[src/rtl/serial_subtractor.sv]
// rtl/serial_subtractor.sv - bit-serial WIDTH-bit subtractor, LSB first, start/busy/done handshake
module serial_subtractor #(
  parameter int WIDTH = 8
) (
  input  logic             clk,
  input  logic             rst_n,
  input  logic             start,
  input  logic [WIDTH-1:0] a,
  input  logic [WIDTH-1:0] b,
  output logic             busy,
  output logic             done,
  output logic [WIDTH-1:0] diff,
  output logic             borrow_out
);

  localparam int CW = $clog2(WIDTH) + 1;

  typedef enum logic [1:0] {IDLE, SHIFT, DONE} state_e;

  state_e           state_q, state_d;
  logic [WIDTH-1:0] a_sr_q, a_sr_d;
  logic [WIDTH-1:0] b_sr_q, b_sr_d;
  logic [WIDTH-1:0] res_q, res_d;
  logic [WIDTH-1:0] diff_q, diff_d;
  logic [CW-1:0]    cnt_q, cnt_d;
  logic             borrow_q, borrow_d;
  logic             bout_q, bout_d;
  logic             busy_q, busy_d;
  logic             done_q, done_d;

  logic             d_bit;
  logic             b_next;
  logic [WIDTH-1:0] res_shift;

  // The single full-subtractor slice shared by every bit position
  assign d_bit     = a_sr_q[0] ^ b_sr_q[0] ^ borrow_q;
  assign b_next    = (~a_sr_q[0] & b_sr_q[0]) | (~(a_sr_q[0] ^ b_sr_q[0]) & borrow_q);
  assign res_shift = {d_bit, res_q[WIDTH-1:1]};

  always_ff @(posedge clk or negedge rst_n) begin
    if (!rst_n) begin
      state_q  <= IDLE;
      a_sr_q   <= '0;
      b_sr_q   <= '0;
      res_q    <= '0;
      diff_q   <= '0;
      cnt_q    <= '0;
      borrow_q <= 1'b0;
      bout_q   <= 1'b0;
      busy_q   <= 1'b0;
      done_q   <= 1'b0;
    end else begin
      state_q  <= state_d;
      a_sr_q   <= a_sr_d;
      b_sr_q   <= b_sr_d;
      res_q    <= res_d;
      diff_q   <= diff_d;
      cnt_q    <= cnt_d;
      borrow_q <= borrow_d;
      bout_q   <= bout_d;
      busy_q   <= busy_d;
      done_q   <= done_d;
    end
  end

  always_comb begin
    state_d  = state_q;
    a_sr_d   = a_sr_q;
    b_sr_d   = b_sr_q;
    res_d    = res_q;
    diff_d   = diff_q;
    cnt_d    = cnt_q;
    borrow_d = borrow_q;
    bout_d   = bout_q;
    busy_d   = busy_q;
    done_d   = done_q;
    case (state_q)
      IDLE: begin
        if (start) begin
          a_sr_d   = a;
          b_sr_d   = b;
          borrow_d = 1'b0;
          cnt_d    = '0;
          busy_d   = 1'b1;
          state_d  = SHIFT;
        end
      end
      SHIFT: begin
        a_sr_d   = a_sr_q >> 1;
        b_sr_d   = b_sr_q >> 1;
        res_d    = res_shift;
        borrow_d = b_next;
        cnt_d    = cnt_q + 1'b1;
        // Last bit: publish result so diff never shows partial shifting
        if (cnt_q == CW'(WIDTH - 1)) begin
          diff_d  = res_shift;
          bout_d  = b_next;
          done_d  = 1'b1;
          busy_d  = 1'b0;
          state_d = DONE;
        end
      end
      DONE: begin
        done_d  = 1'b0;
        state_d = IDLE;
      end
      default: begin
        state_d = IDLE;
      end
    endcase
  end

  assign busy       = busy_q;
  assign done       = done_q;
  assign diff       = diff_q;
  assign borrow_out = bout_q;

endmodule
[config.mk]
export PLATFORM = sky130hd
export DESIGN_NAME = serial_subtractor
export DESIGN_NICKNAME = d
export VERILOG_FILES = /design/src/rtl/serial_subtractor.sv
export SDC_FILE = /design/constraint.sdc
export NUM_CORES = 1
export LEC_CHECK = 0
export BUFFER_PORTS_ARGS = -buffer_cell sky130_fd_sc_hd__buf_2
export CORE_ASPECT_RATIO = 2
export CORE_MARGIN = 2
export CORE_UTILIZATION = 50
export CTS_CLUSTER_SIZE = 20
export DETAILED_ROUTE_END_ITERATION = 7
export GPL_TIMING_DRIVEN = 1
export PLACE_DENSITY = 0.76
export SYNTH_ARGS = -nofsm -noshare
export SYNTH_HDL_FRONTEND = slang
export SYNTH_SLANG_ARGS = --single-unit
[constraint.sdc]
create_clock -name clk -period 1.7 [get_ports clk]
set_input_delay 0.085 -clock clk [delete_from_list [all_inputs] [get_ports clk]]
set_output_delay 0.085 -clock clk [all_outputs]
set_load 0.02 [all_outputs]
# Yosys cells after proc, flatten, opt, wreduce, memory -nomap -nowiden

Index checks and enable logic that the tools add are counted.

Register bits after elaboration: 42
Bits of input ports: 19
Output and inout bits: 11
Word-level logic and storage cells: 47

$add $sub $neg: 1
Equal/unequal tests: 5
Mux-type cells: 16
Bitwise gates (word level): 7
Reductions and logical operators: 8

Operator list:

| cell                | count |
|---|---|
| $pmux 8 s2          | 2 |
| $mux 8              | 2 |
| $pmux 4 s2          | 1 |
| $reduce_and 2->1    | 4 |
| $pmux 1 s2          | 3 |
| $add 4x1->4 const B | 1 |
| $eq 4x3->1 const B  | 1 |
| $mux 1              | 4 |
| $mux 2              | 2 |
| $mux 4              | 1 |
| $ne 2x2->1 const B  | 2 |
| $pmux 2 s2          | 1 |
| $reduce_bool 2->1   | 2 |
| $reduce_and 3->1    | 1 |
| $and 1x1->1         | 2 |
| $eq 2x1->1 const B  | 1 |
| $eq 2x2->1 const B  | 1 |
| $logic_not 2->1     | 1 |
| $not 1->1           | 2 |
| $xor 1x1->1         | 2 |
| $or 1x1->1          | 1 |

# Logic depth before layout (Yosys ltp)

Gate-level depths: netlist of run 1.

Depth after elaboration: 5
Mapped depth: 6
Gate-level depth less buffers: 4

# Least setup slack after synthesis of run 1

Ideal clock, no wire load.

Path type: register to register
From: register cnt_q[0]
To: register diff_q[2], in the netlist diff[2]
Library setup time: 0.125 ns
Arrival time: 1.275 ns
Setup slack: 0.300 ns
Stages on the path, launching flop included: 6
Path buffers: 1
Period minus slack after synthesis: 1.400 ns
Path through: dfrtp_1 > ha_1 > nand2_1 > nor3_4 > buf_6 > mux2_4

Word-level cells in the longest chain between the ends: 2

Ends and longest elaborated chain:

| what                              | RTL line | text |
|---|---|---|
| start: declaration                | 25       | `logic [CW-1:0] cnt_q, cnt_d;` |
| start signal: assignment          | 58       | `cnt_q <= cnt_d;` |
| $eq 4x3->1                        | 95       | `if (cnt_q == CW'(WIDTH - 1)) begin` |
| $reduce_and 2->1 (no source line) | n/a      |  |
| end signal: assignment            | 57       | `diff_q <= diff_d;` |
| end: declaration                  | 24       | `logic [WIDTH-1:0] diff_q, diff_d;` |

No other way between the ends.
A chain may end at the register's enable or synchronous reset.

# Final worst setup path of run 1

From: register cnt_q[0]
To: register diff_q[0], in the netlist diff[0]

The elaborated chain is that of the path after synthesis.

==> results of run 1 <==
==> registers in the layout, summed over array words and instances, names as in the netlist, 2 cells and up <==
name     count
cnt_q        4
diff         8
b_sr_q       8
state_q      2
a_sr_q       8
res_q        7
==> cell type report <==
type	instances	share of cell area
clock buffers	5	0.03192
clock inverters	3	0.03018
repair buffers	36	0.1045
multi-input cells	99	0.3169
flip-flops and latches	41	0.4759
inverters	7	0.01219
well taps	49	0.02844
==> stage by stage <==
stage / util / std cells / hold slack [ps] / area (µm²) / power (mW)
6_report: 0.6108 / 240 / 38.08 / 2156 / 4.127
3_3_place_gp: 0.5700 / 231 / 165.2 / 2012 / 3.188
5_1_grt: 0.6108 / 240 / 45.96 / 2156 / 4.445
4_1_cts: 0.6108 / 240 / 43.12 / 2156 / 4.186
3_5_place_dp: 0.5700 / 231 / 173.4 / 2012 / 3.268
2_1_floorplan: - / 156 / -210.6 / 1812 / 2.846
==> final timing paths <==
check	start	end	slack [ps]	depth (start not counted)
max in group asynchronous	rst_n	res_q[5]	970	3
hold reg to reg	res_q[1]	res_q[1]	480	2
setup / recovery	cnt_q[0]	diff[0]	170	5
hold / removal	a[7]	a_sr_q[7]	40	2
setup reg to reg	cnt_q[0]	diff[0]	170	5
min in group asynchronous	rst_n	b_sr_q[3]	370	3
==> cells by family (layout without fill, tap and decap cells) <==
family / after synthesis / count (layout) / share of synthesized area
flip-flops: 41 / 41 / 0.5663
multiplexers: 24 / 24 / 0.1506
adder cells (fa/ha/maj): 2 / 2 / 0.01796
AND/OR/NAND/NOR: 46 / 46 / 0.1153
buffers and inverters: 16 / 51 / 0.05663
AO/OA/AOI/OAI: 27 / 27 / 0.09324
==> routing by layer <==
layer | share of wire | track usage | up-vias
met5 | 0 | 0 | -
met4 | 0.018 | 0.07792 | 0
met3 | 0.033 | 0.03636 | 5
met2 | 0.52 | 0.2992 | 26
met1 | 0.43 | 0.2157 | 570
li1 | - | - | 591
==> power by group through the flow <==
stage	Clock (mW)	Combinational (mW)	Sequential (mW)
finish	0.912	1.53	1.69
detailed placement	0	1.55	1.71
global placement	0	1.50	1.69
global route	0.985	1.71	1.75
CTS	0.931	1.56	1.69
floorplan	0	1.05	1.79
==> cell usage in the layout, fill, tap and decap left out, types with 2 or more instances in the layout <==
cell	count
a22o_1	3
a31oi_1	2
buf_12	2
buf_2	29
buf_4	4
bufinv_16	2
clkbuf_8	5
dfrtp_1	41
inv_1	7
mux2_2	2
mux2_4	6
mux2i_1	16
nand2_1	39
o21ai_0	4
o21ai_1	12
==> metrics.csv, run 1 <==
metric,value,unit
"count leader, synth",dfrtp_1,
unrepaired setup endpoints after global routing,no,
Slowest cell on crit path,dfrtp_1,
RD Place Congestion,0.7513,
crit path kind,flop to flop,
I/O Buffers,29,
Tmin final,1533,ps
cell taking the most area after synthesis,dfrtp_1,
P per Cell Area,1914,nW/µm²
die height,89.13,µm
MaxCap Viol Count,0,
YS warnings,0,
register area,1026,µm²
Yosys top cell area share,0.5663,
Highest Clock Rate,0.6524,GHz
1st-pass router iterations,4,
clock root buffer,clkbuf_8,
Final Slew Violations,0,
vias in the first global route,1217,
startpoint types,flop,
Max VDD drop,1.121,mV
critical path required time,1880,ps
"Seq/Total Area, Yosys",0.5663,
Avg Synthesized Cell Area,11.61,µm²
Cell variety after synth,30,
vias per inst,4.967,
# resized after CTS,0,
"EDFF count, synth",0,
die area,4150,µm²
Worst Skew,7.036,ps
"flops & latches, synth",41,
Hold WC Path Type,input port to flop,
Total Routing Usage GR,0.1793,
CP top delay family,flip-flops,
DR WL/cell,12.65,µm
Commonest cells post-synth,"41 x dfrtp_1, 39 x nand2_1, 16 x mux2i_1",
Initial DRC Count,20,
pre-CTS WS,157.8,ps
Synth async-reset ratio,1.000,
CTS tree,yes,
clock power share,0.221,
Nets,211,
ys flop type,dfrtp_1,
Max Fanout on Critical Path,12,
Starting Density,0.5133,
maximum buffer depth of the clock tree,2,
filler cell count,305,
register clock-pin slew on the reported worst setup and hold paths,80,ps
Switching Fraction,0.3398,
CP endpoint kind,flop,
Mapped Area,1812,µm²
"Hold-fix buffers, CTS",1,
# rows,31,
buffers and inverters on the worst path,1,
internal power,2.725,mW
layout cells sized above 1,0.2827,
DRC,0,
Boundary Pins,30,
final wirelength,3035,µm
multi-input logic area,683.2,µm²
initial antenna violation count,0,
Gate power share,0.370,
Clock Latency Late Sink,290,ps
critical-path cell list,ha_1 -> nand2_1 -> nor3_4 -> buf_4 -> mux2_2,
setup violators final,0,
Synth Net Count,177,
Core Region,3530,µm²
area delta synth->final,18.99,%
Critical Path AT,1710,ps
Vias,1192,
Worst Tran Pin Value,502.8,ps
first-pass GRT wire length,5354,µm
fin crit share,0.9017,
Die X,46.57,µm
Reg power frac,0.409,
grt ovf,0,
largest net degree at the start of global routing,42,
H-tree depth,2,
slack of the critical path,167.1,ps
ant diodes,0,
final hold vios,0,
hpwl dp,2209,µm
Mapped Cells,156,
status,completed,
cts bufs inserted,5,
worst rel slew slack,0.6648,
leak pwr,1.107,nW
CTS sink count,41,
Switch Pwr,1.402,mW
Crit path largest cell delay,380,ps
setup TNS,0,ps
postcts setup bufs,0,
post-route ant nets,0,
Synth area leaders,"dfrtp_1 57%, mux2i_1 8.8%, nand2_1 8.1%",
(Power assumes the default switching activity.)
==> run 2, diff against run 1 <==
ABC_AREA = 1   (was unset)
CORE_UTILIZATION = 35   (was 50)
PLACE_DENSITY = 0.58   (was 0.76)
==> metrics.csv, run 2 <==
metric,value,unit
status,completed,
# rows,38,
H-tree depth,2,
MaxCap Viol Count,0,
vias in the first global route,1502,
filler cell count,585,
"count leader, synth",nand2_1,
CTS tree,yes,
multi-input logic area,759.5,µm²
Initial DRC Count,39,
Gate power share,0.405,
Critical Path AT,1600,ps
Synth async-reset ratio,1.000,
first-pass GRT wire length,7017,µm
Max Fanout on Critical Path,29,
area delta synth->final,17.13,%
post-route ant nets,0,
"flops & latches, synth",41,
most frequent cells in the layout,"106 x nand2_1, 41 x dfrtp_1, 37 x nand3_1",
Switching Fraction,0.4069,
internal power,2.521,mW
setup TNS,0,ps
Die X,56.38,µm
Nets,284,
setup violators final,0,
cts bufs inserted,5,
1st-pass router iterations,5,
Cell variety after synth,20,
Tmin final,1413,ps
grt ovf,0,
critical path required time,1890,ps
RD Place Congestion,0.7359,
"commonest non-fill, non-tap cell in the layout",nand2_1,
final hold vios,0,
"EDFF count, synth",0,
initial antenna violation count,0,
die area,6132,µm²
layout cells sized above 1,0.2083,
Worst Skew,4.694,ps
Vias,1571,
R2R setup slack,290,ps
Synth area leaders,"dfrtp_1 53%, nand2_1 21%, nand3_1 9.6%",
Max VDD drop,0.8860,mV
Commonest cells post-synth,"106 x nand2_1, 41 x dfrtp_1, 37 x nand3_1",
vias per inst,4.849,
Switch Pwr,1.730,mW
final wirelength,4069,µm
ys flop type,dfrtp_1,
Starting Density,0.3575,
largest net degree at the start of global routing,30,
maximum buffer depth of the clock tree,2,
clock root buffer,clkbuf_8,
"Seq/Total Area, Yosys",0.5342,
hpwl dp,2885,µm
P per Cell Area,1890,nW/µm²
Synth Net Count,250,
Worst Tran Pin Value,399.5,ps
Total Routing Usage GR,0.1466,
leak pwr,1.225,nW
fin crit share,0.8311,
Final Slew Violations,0,
ant diodes,0,
Clock Latency Late Sink,290,ps
YS warnings,0,
register area,1026,µm²
register clock-pin slew on the reported worst setup and hold paths,80,ps
Mapped Cells,229,
Min Hold Slack,78.16,ps
# resized after CTS,0,
clock power share,0.195,
Core Region,5373,µm²
Mapped Area,1921,µm²
startpoint types,flop,
die height,108.8,µm
DRC,0,
CTS sink count,41,
final design utilization,0.4187,
DR WL/cell,12.56,µm
cell taking the most area after synthesis,dfrtp_1,
Highest Clock Rate,0.7078,GHz
unrepaired setup endpoints after global routing,no,
Yosys top cell area share,0.5342,
crit path kind,flop to flop,
worst rel slew slack,0.7329,
Reg power frac,0.400,
CP endpoint kind,flop,
Boundary Pins,30,
I/O Buffers,29,
Avg Synthesized Cell Area,8.387,µm²
Hold WC Path Type,input port to flop,
[run 2: cell families after synthesis]
logic type | share of synthesized area
fa+ha+maj | 0.01694
simple gates | 0.3466
compound gates | 0.03192
flops | 0.5342
buf+inv | 0.07036
[run 2: final timing paths]
check | start | end | cells after the start
worst max-delay path | state_q[0] | a_sr_q[5] | 6
worst max register to register | state_q[0] | a_sr_q[5] | 6
min in group asynchronous | rst_n | cnt_q[2] | 2
worst min register to register | diff[3] | diff[3] | 2
max in group asynchronous | rst_n | b_sr_q[0] | 3
worst min-delay path | b[0] | b_sr_q[0] | 5
[run 2: final cells by class]
type                    count  share of cell area
flip-flops and latches     41              0.4561
multi-input cells         165              0.3376
repair buffers             39              0.1012
clock buffers               6             0.03671
well taps                  60             0.03337
inverters                  11             0.01835
clock inverters             2             0.01669
[run 2: repair_timing]
item | CTS | global route
endpoints found under the hold margin | 13 | 0
hold buffers | 3 | 0
setup buffers | 0 | 0
[run 2: critical path, stage by stage (launching register included)]
cell and delay (ps):
dfrtp_1 560, nand2_4 280, buf_4 260, nand2_1 60, nand2_1 50, nand2_1 50, nand2_1 50
[run 2: stage by stage]
stage | cells | area [µm²] | power (mW) | worst slack (ps)
after floorplan | 229 | 1921 | 3.023 | 526.9
after global placement | 313 | 2100 | 3.428 | 328.6
after detailed placement | 313 | 2100 | 3.467 | 306.9
after CTS | 324 | 2250 | 4.309 | 290.9
after global routing | 324 | 2250 | 4.656 | 128.6
final | 324 | 2250 | 4.251 | 287.1
[run 2: power groups by stage]
| stage | Clock (mW) | Sequential (mW) | Combinational (mW) |
|---|---|---|---|
| 2_1_floorplan | 0 | 1.81 | 1.22 |
| 3_3_place_gp | 0 | 1.72 | 1.71 |
| 3_5_place_dp | 0 | 1.72 | 1.74 |
| 4_1_cts | 0.847 | 1.71 | 1.76 |
| 5_1_grt | 0.897 | 1.77 | 1.99 |
| 6_report | 0.831 | 1.70 | 1.72 |
[run 2: routing by layer]
layer,track usage,up-vias,wire (µm)
li1,-,788,-
met1,0.1676,736,1693
met2,0.2630,42,2131
met3,0.02847,5,165
met4,0.06122,0,78
met5,0,-,0
==> run 3, diff against run 2 <==
clock period = 1.4 ns   (was 1.7 ns; I/O delays follow)
==> metrics.csv, run 3 (synthesis gave the netlist of run 2 again) <==
metric,value,unit
status,completed,
clock root buffer,clkbuf_8,
Starting Density,0.3575,
final wirelength,4001,µm
MaxCap Viol Count,0,
Placed Area,2137,µm²
critical path required time,1630,ps
filler cell count,556,
leak pwr,1.251,nW
Tmin final,1286,ps
"commonest non-fill, non-tap cell in the layout",nand2_1,
Pwr Total,5.432,mW
CTS tree,yes,
Top Metal Used,met4,
Total Routing Usage GR,0.1420,
ant diodes,0,
Core Region,5373,µm²
P per Cell Area,2337,nW/µm²
most frequent cells in the layout,"106 x nand2_1, 41 x dfrtp_1, 35 x nand3_1",
I/O Buffers,29,
RD Place Congestion,0.7046,
setup violators final,0,
vias per inst,4.729,
crit path kind,flop to flop,
fin crit share,0.9189,
largest net degree at the start of global routing,24,
first-pass GRT wire length,6934,µm
final non-filler cell area,2325,µm²
maximum buffer depth of the clock tree,2,
DR WL/cell,12.31,µm
post-route ant nets,0,
Critical Path AT,1520,ps
Highest Clock Rate,0.7774,GHz
CP endpoint kind,flop,
Worst Tran Pin Value,474.1,ps
area delta synth->final,21.04,%
register clock-pin slew on the reported worst setup and hold paths,80,ps
Boundary Pins,30,
startpoint types,flop,
Max VDD drop,1.083,mV
final design utilization,0.4327,
CTS sink count,41,
H-tree depth,2,
vias in the first global route,1513,
layout cells sized above 1,0.2189,
worst rel slew slack,0.6839,
WL met1,1733,µm
# rows,38,
final hold vios,0,
unrepaired setup endpoints after global routing,no,
Hold WC Path Type,input port to flop,
Initial DRC Count,35,
Nets,285,
met3 WL,120,µm
Max Fanout on Critical Path,5,
hpwl dp,2789,µm
setup TNS,0,ps
1st-pass router iterations,6,
met2 WL,2090,µm
Die X,56.38,µm
Vias,1537,
initial antenna violation count,0,
Clock Latency Late Sink,290,ps
die area,6132,µm²
Final Slew Violations,0,
die height,108.8,µm
Worst Skew,6.621,ps
grt ovf,0,
cts bufs inserted,5,
DRC,0,
R2R setup slack,110,ps
==> run 3: worst paths after layout <==
check	start	depth (start not counted)	end
setup / recovery	cnt_q[0]	5	diff[1]
hold / removal	a[4]	5	a_sr_q[4]
setup reg to reg	cnt_q[0]	5	diff[1]
hold reg to reg	diff[3]	2	diff[3]
max in group asynchronous	rst_n	3	b_sr_q[0]
min in group asynchronous	rst_n	2	cnt_q[2]
==> run 3: final cells by class <==
cell class              instances  area [µm²]  area share
clock buffers                   5       68.82     0.02960
repair buffers                 39       265.3      0.1141
multi-input cells             166       780.7      0.3358
well taps                      60       75.07     0.03229
flip-flops and latches         41        1026      0.4413
clock inverters                 3       65.06     0.02799
inverters                      11       43.79     0.01884
==> run 3: report_power, final <==
group / switching, mW / leakage, nW / internal, mW
Clock: 0.421 / 0.0681 / 0.709
Combinational: 1.38 / 0.673 / 0.865
Sequential: 0.336 / 0.509 / 1.72
==> run 3: per-layer routing <==
metal  global-route usage  up-vias
met5                    0        -
met4              0.05102        0
met3              0.02491        4
met2               0.2504       30
met1               0.1719      713
li1                     -      790
==> run 3: per-stage QoR <==
| step | setup slack, ps | instances | hold slack [ps] |
|---|---|---|---|
| after floorplan | 226.9 | 229 | -225.6 |
| after global routing | 2.942 | 325 | 81.54 |
| after detailed placement | 92.62 | 313 | 53.22 |
| final | 113.6 | 325 | 55.79 |
| after global placement | 109.1 | 313 | 54.78 |
| after CTS | 83.61 | 324 | 51.37 |
==> run 3: critical path, cell delays in order, from the launching register on <==
cell	delay [ps]
dfrtp_1	430
ha_1	260
nand3_2	190
nor2_4	220
nand2_1	70
nand2_1	60
==> run 3: what timing repair did <==
action / 4_1_cts / 5_1_grt
setup endpoints to repair: 0 / 10
hold buffers: 3 / 0
resized for setup: 0 / 4
hold endpoints to repair: 20 / 0
setup buffers: 0 / 0
